$ cat src/rtl/cla_seq_arbiter.sv
// cla_seq_arbiter
//   Shares one combinational 4-bit carry-lookahead adder slice between two
//   requesters. Each accepted operation is a WIDTH-bit add performed one
//   nibble per cycle, least-significant nibble first. The inter-nibble carry
//   lives in a register. Round-robin arbitration runs between the requesters.
//
// Ports
//   clk, rst                   clock, asynchronous active-high reset
//   req{0,1}_valid/_ready      request handshake (ready is combinational)
//   req{0,1}_a/_b/_ci          operands and carry-in
//   rsp_valid/rsp_ready        response handshake
//   rsp_id                     requester that owns the result
//   rsp_sum/rsp_co/rsp_ovf     sum, carry out of the MSB, signed overflow
//   busy                       operation in flight (RUN or DONE)
module cla_seq_arbiter #(
  parameter int WIDTH = 16
) (
  input  logic             clk,
  input  logic             rst,
  input  logic             req0_valid,
  output logic             req0_ready,
  input  logic [WIDTH-1:0] req0_a,
  input  logic [WIDTH-1:0] req0_b,
  input  logic             req0_ci,
  input  logic             req1_valid,
  output logic             req1_ready,
  input  logic [WIDTH-1:0] req1_a,
  input  logic [WIDTH-1:0] req1_b,
  input  logic             req1_ci,
  output logic             rsp_valid,
  input  logic             rsp_ready,
  output logic             rsp_id,
  output logic [WIDTH-1:0] rsp_sum,
  output logic             rsp_co,
  output logic             rsp_ovf,
  output logic             busy
);

  localparam int NIB = WIDTH / 4;
  localparam int KW  = (NIB > 1) ? $clog2(NIB) : 1;

  typedef enum logic [1:0] {IDLE, RUN, DONE} state_t;

  state_t           state;
  logic [KW-1:0]    k;
  logic             carry;
  logic             prio;
  logic [WIDTH-1:0] a_reg;
  logic [WIDTH-1:0] b_reg;

  logic             grant0;
  logic             grant1;
  logic [3:0]       nib_a;
  logic [3:0]       nib_b;
  logic [3:0]       g;
  logic [3:0]       p;
  logic [3:0]       c;
  logic             c4;
  logic [3:0]       nib_sum;
  logic [WIDTH-1:0] sum_next;

  // Arbitration: a lone requester always wins; on contention the priority
  // pointer decides. Ready is forced low during reset so outputs read 0.
  always_comb begin
    grant0     = req0_valid && (!req1_valid || !prio);
    grant1     = req1_valid && (!req0_valid ||  prio);
    req0_ready = (state == IDLE) && !rst && grant0;
    req1_ready = (state == IDLE) && !rst && grant1;
  end

  // Select the current operand nibbles.
  always_comb begin
    nib_a = '0;
    nib_b = '0;
    for (int unsigned i = 0; i < NIB; i++) begin
      if (k == KW'(i)) begin
        nib_a = a_reg[4*i +: 4];
        nib_b = b_reg[4*i +: 4];
      end
    end
  end

  // 4-bit carry-lookahead slice.
  always_comb begin
    g    = nib_a & nib_b;
    p    = nib_a ^ nib_b;
    c[0] = carry;
    c[1] = g[0] | (p[0] & c[0]);
    c[2] = g[1] | (p[1] & g[0]) | (p[1] & p[0] & c[0]);
    c[3] = g[2] | (p[2] & g[1]) | (p[2] & p[1] & g[0])
         | (p[2] & p[1] & p[0] & c[0]);
    c4   = g[3] | (p[3] & g[2]) | (p[3] & p[2] & g[1])
         | (p[3] & p[2] & p[1] & g[0])
         | (p[3] & p[2] & p[1] & p[0] & c[0]);
    nib_sum = p ^ c;
  end

  // Result register with the current nibble replaced.
  always_comb begin
    sum_next = rsp_sum;
    for (int unsigned i = 0; i < NIB; i++) begin
      if (k == KW'(i)) begin
        sum_next[4*i +: 4] = nib_sum;
      end
    end
  end

  always_ff @(posedge clk or posedge rst) begin
    if (rst) begin
      state     <= IDLE;
      k         <= '0;
      carry     <= 1'b0;
      prio      <= 1'b0;
      a_reg     <= '0;
      b_reg     <= '0;
      rsp_valid <= 1'b0;
      rsp_id    <= 1'b0;
      rsp_sum   <= '0;
      rsp_co    <= 1'b0;
      rsp_ovf   <= 1'b0;
      busy      <= 1'b0;
    end else begin
      case (state)
        IDLE: begin
          if (req0_ready || req1_ready) begin
            if (req0_ready) begin
              a_reg  <= req0_a;
              b_reg  <= req0_b;
              carry  <= req0_ci;
              rsp_id <= 1'b0;
              prio   <= 1'b1;
            end else begin
              a_reg  <= req1_a;
              b_reg  <= req1_b;
              carry  <= req1_ci;
              rsp_id <= 1'b1;
              prio   <= 1'b0;
            end
            k     <= '0;
            busy  <= 1'b1;
            state <= RUN;
          end
        end
        RUN: begin
          rsp_sum <= sum_next;
          carry   <= c4;
          if (k == KW'(NIB - 1)) begin
            rsp_co    <= c4;
            rsp_ovf   <= c[3] ^ c4;
            rsp_valid <= 1'b1;
            state     <= DONE;
          end else begin
            k <= k + 1'b1;
          end
        end
        DONE: begin
          if (rsp_ready) begin
            rsp_valid <= 1'b0;
            busy      <= 1'b0;
            state     <= IDLE;
          end
        end
        default: state <= IDLE;
      endcase
    end
  end

endmodule

$ cat config.mk
export PLATFORM = sky130hd
export DESIGN_NAME = cla_seq_arbiter
export DESIGN_NICKNAME = d
export VERILOG_FILES = /design/src/rtl/cla_seq_arbiter.sv
export SDC_FILE = /design/constraint.sdc
export NUM_CORES = 1
export LEC_CHECK = 0
export CAP_MARGIN = 20
export CELL_PAD_IN_SITES_DETAIL_PLACEMENT = 0
export CELL_PAD_IN_SITES_GLOBAL_PLACEMENT = 1
export CORE_MARGIN = 1
export CORE_UTILIZATION = 36
export DETAILED_ROUTE_END_ITERATION = 7
export GPL_TIMING_DRIVEN = 0
export PLACE_DENSITY_LB_ADDON = 0.1
export SLEW_MARGIN = 0
export SYNTH_ARGS = -nofsm -noshare
export SYNTH_HDL_FRONTEND = slang
export SYNTH_SLANG_ARGS = --single-unit
$ cat constraint.sdc
create_clock -name clk -period 5.5 [get_ports clk]
set_input_delay 0.55 -clock clk [delete_from_list [all_inputs] [get_ports clk]]
set_output_delay 0.55 -clock clk [all_outputs]
set_load 0.02 [all_outputs]
======== Yosys cells after proc, flatten, opt, wreduce, memory -nomap -nowiden ========
Index checks and enable logic that the tools add are counted.
word-level totals
  output and inout bits ................... 23
  register bits ........................... 59
  logic and storage cells ................. 109
operators by class
  bitwise logic cells ..................... 30
  add/subtract/negate cells ............... 1
  mux-type cells .......................... 27
  equal/unequal tests ..................... 9
  reductions and logical operators ........ 27
operators with widths
  cell                                                                    number
  16-bit two-way mux                                                      2
  4-bit two-way mux                                                       8
  1-bit bitwise AND                                                       16
  2-bit AND reduction                                                     6
  3-bit AND reduction                                                     4
  2-bit two-way mux                                                       5
  1-bit bitwise OR                                                        10
  4-bit XOR                                                               2
  1-bit two-way mux                                                       7
  2-bit equality test (second input constant)                             3
  2-bit != test (second input constant)                                   3
  1-bit case mux with 2 select lines                                      3
  2-bit case mux with 3 select lines                                      1
  2-bit nonzero test                                                      3
  1-bit logical AND                                                       5
  4-bit bitwise AND                                                       1
  2-bit by 1-bit equality test with 1-bit output (second input constant)  2
  1-bit zero test                                                         4
  2-bit zero test                                                         2
  2-bit case mux with 2 select lines                                      1
  1-bit logical OR                                                        3
  2-bit by 1-bit adder with 2-bit output (second input constant)          1
  2-bit by 1-bit != test with 1-bit output (second input constant)        1
  1-bit XOR                                                               1

======== Longest topological paths before layout ========
  depth after elaboration ................. 12
  mapped depth ............................ 12
  mapped depth without buffers ............ 11

======== Least setup slack after synthesis ========
OpenSTA, ideal clock, no wires.
  path type ............................... reg-to-reg
  start point ............................. reg k[0]
  end point ............................... reg rsp_sum[11]
  arrival time ............................ 2652 ps
  stages on the path, launching flop included .. 12
  slack ................................... 2718 ps
  period minus slack after synthesis ...... 2782 ps
  path buffers ............................ 2
  setup time .............................. 130 ps
  cell sequence ........................... dfrtp_1 -> inv_1 -> ha_1 -> clkbuf_1 -> clkbuf_1 -> a21oi_1 -> o21ai_0 -> ha_1 -> a21o_1 -> a311o_1 -> xnor2_1 -> o21ai_0
on the way
  cells in the longest elaborated chain, start to end .. 11
  elaborated cells on any way between the ends .. 24
ends and longest elaborated chain
  what                                                   line    RTL
  from (decl)                                            45      logic [KW-1:0] k;
  from (signal assigned)                                 153     k <= k + 1'b1;
  2-bit zero test                                        76      if (k == KW'(i)) begin
  4-bit two-way mux (4 in series)                        76
  4-bit XOR or 4-bit bitwise AND (tied branches)         86, 85
  1-bit bitwise AND (on tied branches)                   90, 91
  1-bit bitwise OR (tied with other cells)               90      c[3] = g[2] | (p[2] & g[1]) | (p[2] & p[1] & g[0])
  1-bit bitwise OR or 1-bit bitwise AND (tied branches)  90, 91
  1-bit bitwise OR                                       91      | (p[2] & p[1] & p[0] & c[0]);
  4-bit XOR                                              95      nib_sum = p ^ c;
  to (signal assigned)                                   145     rsp_sum <= sum_next;
  to (decl)                                              33      output logic [WIDTH-1:0] rsp_sum,
Parallel ways exist; a longest one is shown, timed or not.
A chain may end at the register's enable or synchronous reset.

======== Worst setup path after layout ========
Same ends and word-level chain as after synthesis.

==> impl_results.md <==
* Sequential fraction of the synthesis area at 0.5023
* Syn-to-layout area delta at 44.40%
* Clock sinks at 59
* Max-slew violation total from the final report at 0
* Routed Antenna Nets at 0
* CP Buf/Inv Count at 3
* Nets at 525
* Resized cells post-CTS at 0
* Vias per inst at 4.871
* Pint at 1.468 mW
* Die Height at 92.36 um
* Most frequent cells in the layout: nand2_1, clkdlybuf4s50_1, dfrtp_1
* CP startpoint: k[0]
* Worst slew pin tran at ~750 ps
* Status: finished, final reports clean
* Commonest non-fill, non-tap cell in the layout: nand2_1
* Syn Nets at 420
* Die width at 92.36 um
* VDD IR-drop max at between 200 and 250 uV
* Initial DRC count at 62
* Power per cell area at just under 600 mW/mm2
* Min-delay src: rsp_sum[14]
* Mean Syn Cell Area at 8.644 um2
* Power share of the sequential group at 0.308
* Final wirelength at 8078 um
* Core Rows at 32
* CTS max path bufs at 2
* Gate power share at 0.515
* Max Cap Viol at 0
* Crit path max-delay family: compound AO/OA/AOI/OAI gates
* Final period util at 0.6372
* TritonCTS Buffers at 9
* R2r endpoint: rsp_sum[11]
* Hold buffers post-CTS at 0
* Initial Utilization at 0.3764
* Number of global-route vias before repair at 2658
* I/O Pins at 94
* Core box area at 0.007807 mm2
* Hpwl dp at just over 6000 um
* Synth cell types at 32
* Root Driver: clkbuf_8
* RSZ-0062 raised after global routing: false
* Reg2reg start: k[0]
* Final hold violations at 0
* Worst Path Arrival at about 3700 ps
* GRT overflow at 0
* Switching share of power at 0.4176
* Pin count of the biggest net entering global routing at 35
* Type of the most critical hold path: register to register
* Clock power frac at 0.177
* P_sw at around 1.1 mW
* R2R depth at 11
* H-tree depth at 3
* IO Port Bufs at 93
* Die area at 0.008529 mm2
* Initial antenna violation count at 0
* CP Class: register to register
* Cell area after synthesis at 0.002939 mm2
* Final Skew at 9.898 ps
* WHS Path Cells at 2
* Worst-Skew Late Latency at 340 ps
* Total track usage at 0.1989
* Max Freq at 285.4 MHz
* TritonRoute pass-1 iters at 4
* Static Leak at 1.849 nW
* DR vias at 2689
* FF+latch count, synth at 59
* Cell Chain, Critical Path: inv_1 > ha_1 > clkbuf_1 > clkbuf_1 > a21oi_1 > o21ai_0 > ha_1 > a21o_1 > a311o_1 > xnor2_1 > o21ai_0
* Routed len/inst at 14.63 um
* R2R Setup Slk at 2000 ps
* Final Setup Violations at 0
* Critical path depth at 11
* Worst slew margin relative to its limit at 0.5021
* Post-route DRC at 0
* First-pass GRT wire length at 12870 um
* Period minus WS final at 3504 ps
* Endpoint type of the worst setup path: register
* Fin util at 0.5436
* GPL Wtd Cong at 0.7591
* YS warnings at 0
* Fraction of layout cells with a size suffix above 1 at 0.08000
* Crit-path max FO at 10
* Largest stage delay on the critical path at 420 ps
* Hold worst-path end: rsp_sum[14]
* Clock slew at reported path FFs at 70 ps
* Setup crit start kind: register
* CTS tree: yes
* Post-CTS Setup Bufs at 0
* # diodes at 0
* Crit-path slowest cell: clkbuf_1
* Post-synthesis cell count at 340
* TNS Setup at 0 ps
* Data required, critical path at 5710 ps
[worst register-to-register path, cell delays in order (launching register included)]
cell      delay (ps)
dfrtp_1          400
inv_1            130
ha_1             160
clkbuf_1         380
clkbuf_1         420
a21oi_1          120
o21ai_0          380
ha_1             310
a21o_1           210
a311o_1          400
xnor2_1          310
o21ai_0          140
[synthesized netlist by cell type]
library cell    n  area (um2)
a21o_1          1       7.510
a21oi_1        19       95.09
a221o_1         1       10.01
a22oi_1         6       45.04
a311o_1         1       10.01
a31oi_1        27       168.9
and2_1          1       6.260
and2b_1         1       7.510
and3_1          2       12.51
buf_2           8       40.04
buf_4           1       7.510
buf_6           3       33.78
clkbuf_1        7       26.28
dfrtp_1        59        1476
fa_1            1       20.02
ha_1            8       100.1
inv_1           5       18.77
inv_2           1       3.750
mux2_2          4       45.04
mux2i_1         2       20.02
nand2_1       107       401.6
nand2b_1        2       12.51
nand3_1         2       10.01
nand3b_1        8       60.06
nor2_1         30       112.6
nor3_2          1       10.01
o21ai_0        26       130.1
o21ai_1         1       5.000
o31ai_1         1       7.510
o32ai_1         1       8.760
xnor2_1         2       17.52
xor2_1          1       8.760
[cell families (layout without fill, tap and decap cells)]
group / Yosys count / in the layout / share of synthesized area
fa+ha+maj: 9 / 9 / 0.04087
buf+inv: 25 / 135 / 0.04428
flops: 59 / 59 / 0.5023
simple gates: 154 / 154 / 0.2154
compound gates: 84 / 84 / 0.1660
xor+xnor: 3 / 3 / 0.008942
mux: 6 / 6 / 0.02214
[power groups by stage]
stage	registers [mW]	clock network, mW	logic (mW)
detailed placement	0.787	0	1.30
global route	0.804	0.473	1.45
global placement	0.781	0	1.26
floorplan	0.831	0	0.771
CTS	0.780	0.453	1.31
finish	0.777	0.446	1.30
[routing by layer]
metal / global-route usage / share of wire / up-vias
met2: 0.3142 / 0.46 / 72
li1: - / - / 1370
met1: 0.2640 / 0.47 / 1239
met4: 0.08984 / 0.013 / 0
met5: 0 / 0 / -
met3: 0.03777 / 0.049 / 8
[cell type report]
class | count | area (um2)
Tap cell | 102 | 127.6
Clock buffer | 10 | 137.6
Buffer | 19 | 107.6
Multi-Input combinational cell | 256 | 1333
Timing Repair Buffer | 94 | 950.9
Sequential cell | 59 | 1476
Clock inverter | 6 | 88.84
Inverter | 6 | 22.52
Fill cell | 747 | 3563
[stage by stage]
stage / hold slack, ps / setup WS [ps] / cell area (um2) / power, mW / instances
after CTS: 484.2 / 1970 / 4244 / 2.542 / 552
after global routing: 507.0 / 1755 / 4244 / 2.725 / 552
after global placement: 460.1 / 2036 / 3998 / 2.045 / 535
after detailed placement: 469.7 / 1978 / 4018 / 2.090 / 536
after floorplan: 445.8 / 2718 / 2939 / 1.602 / 340
final: 477.5 / 1996 / 4244 / 2.520 / 552
[worst max path at each step]
stage | to | slack [ps]
6_report | rsp_sum[11] | 2000
3_3_place_gp | rsp_sum[7] | 2040
2_1_floorplan | rsp_sum[11] | 2720
4_1_cts | rsp_sum[11] | 1970
5_1_grt | rsp_sum[3] | 1760
3_5_place_dp | rsp_sum[11] | 1980
Note: power is estimated with default switching activity, not from simulation.
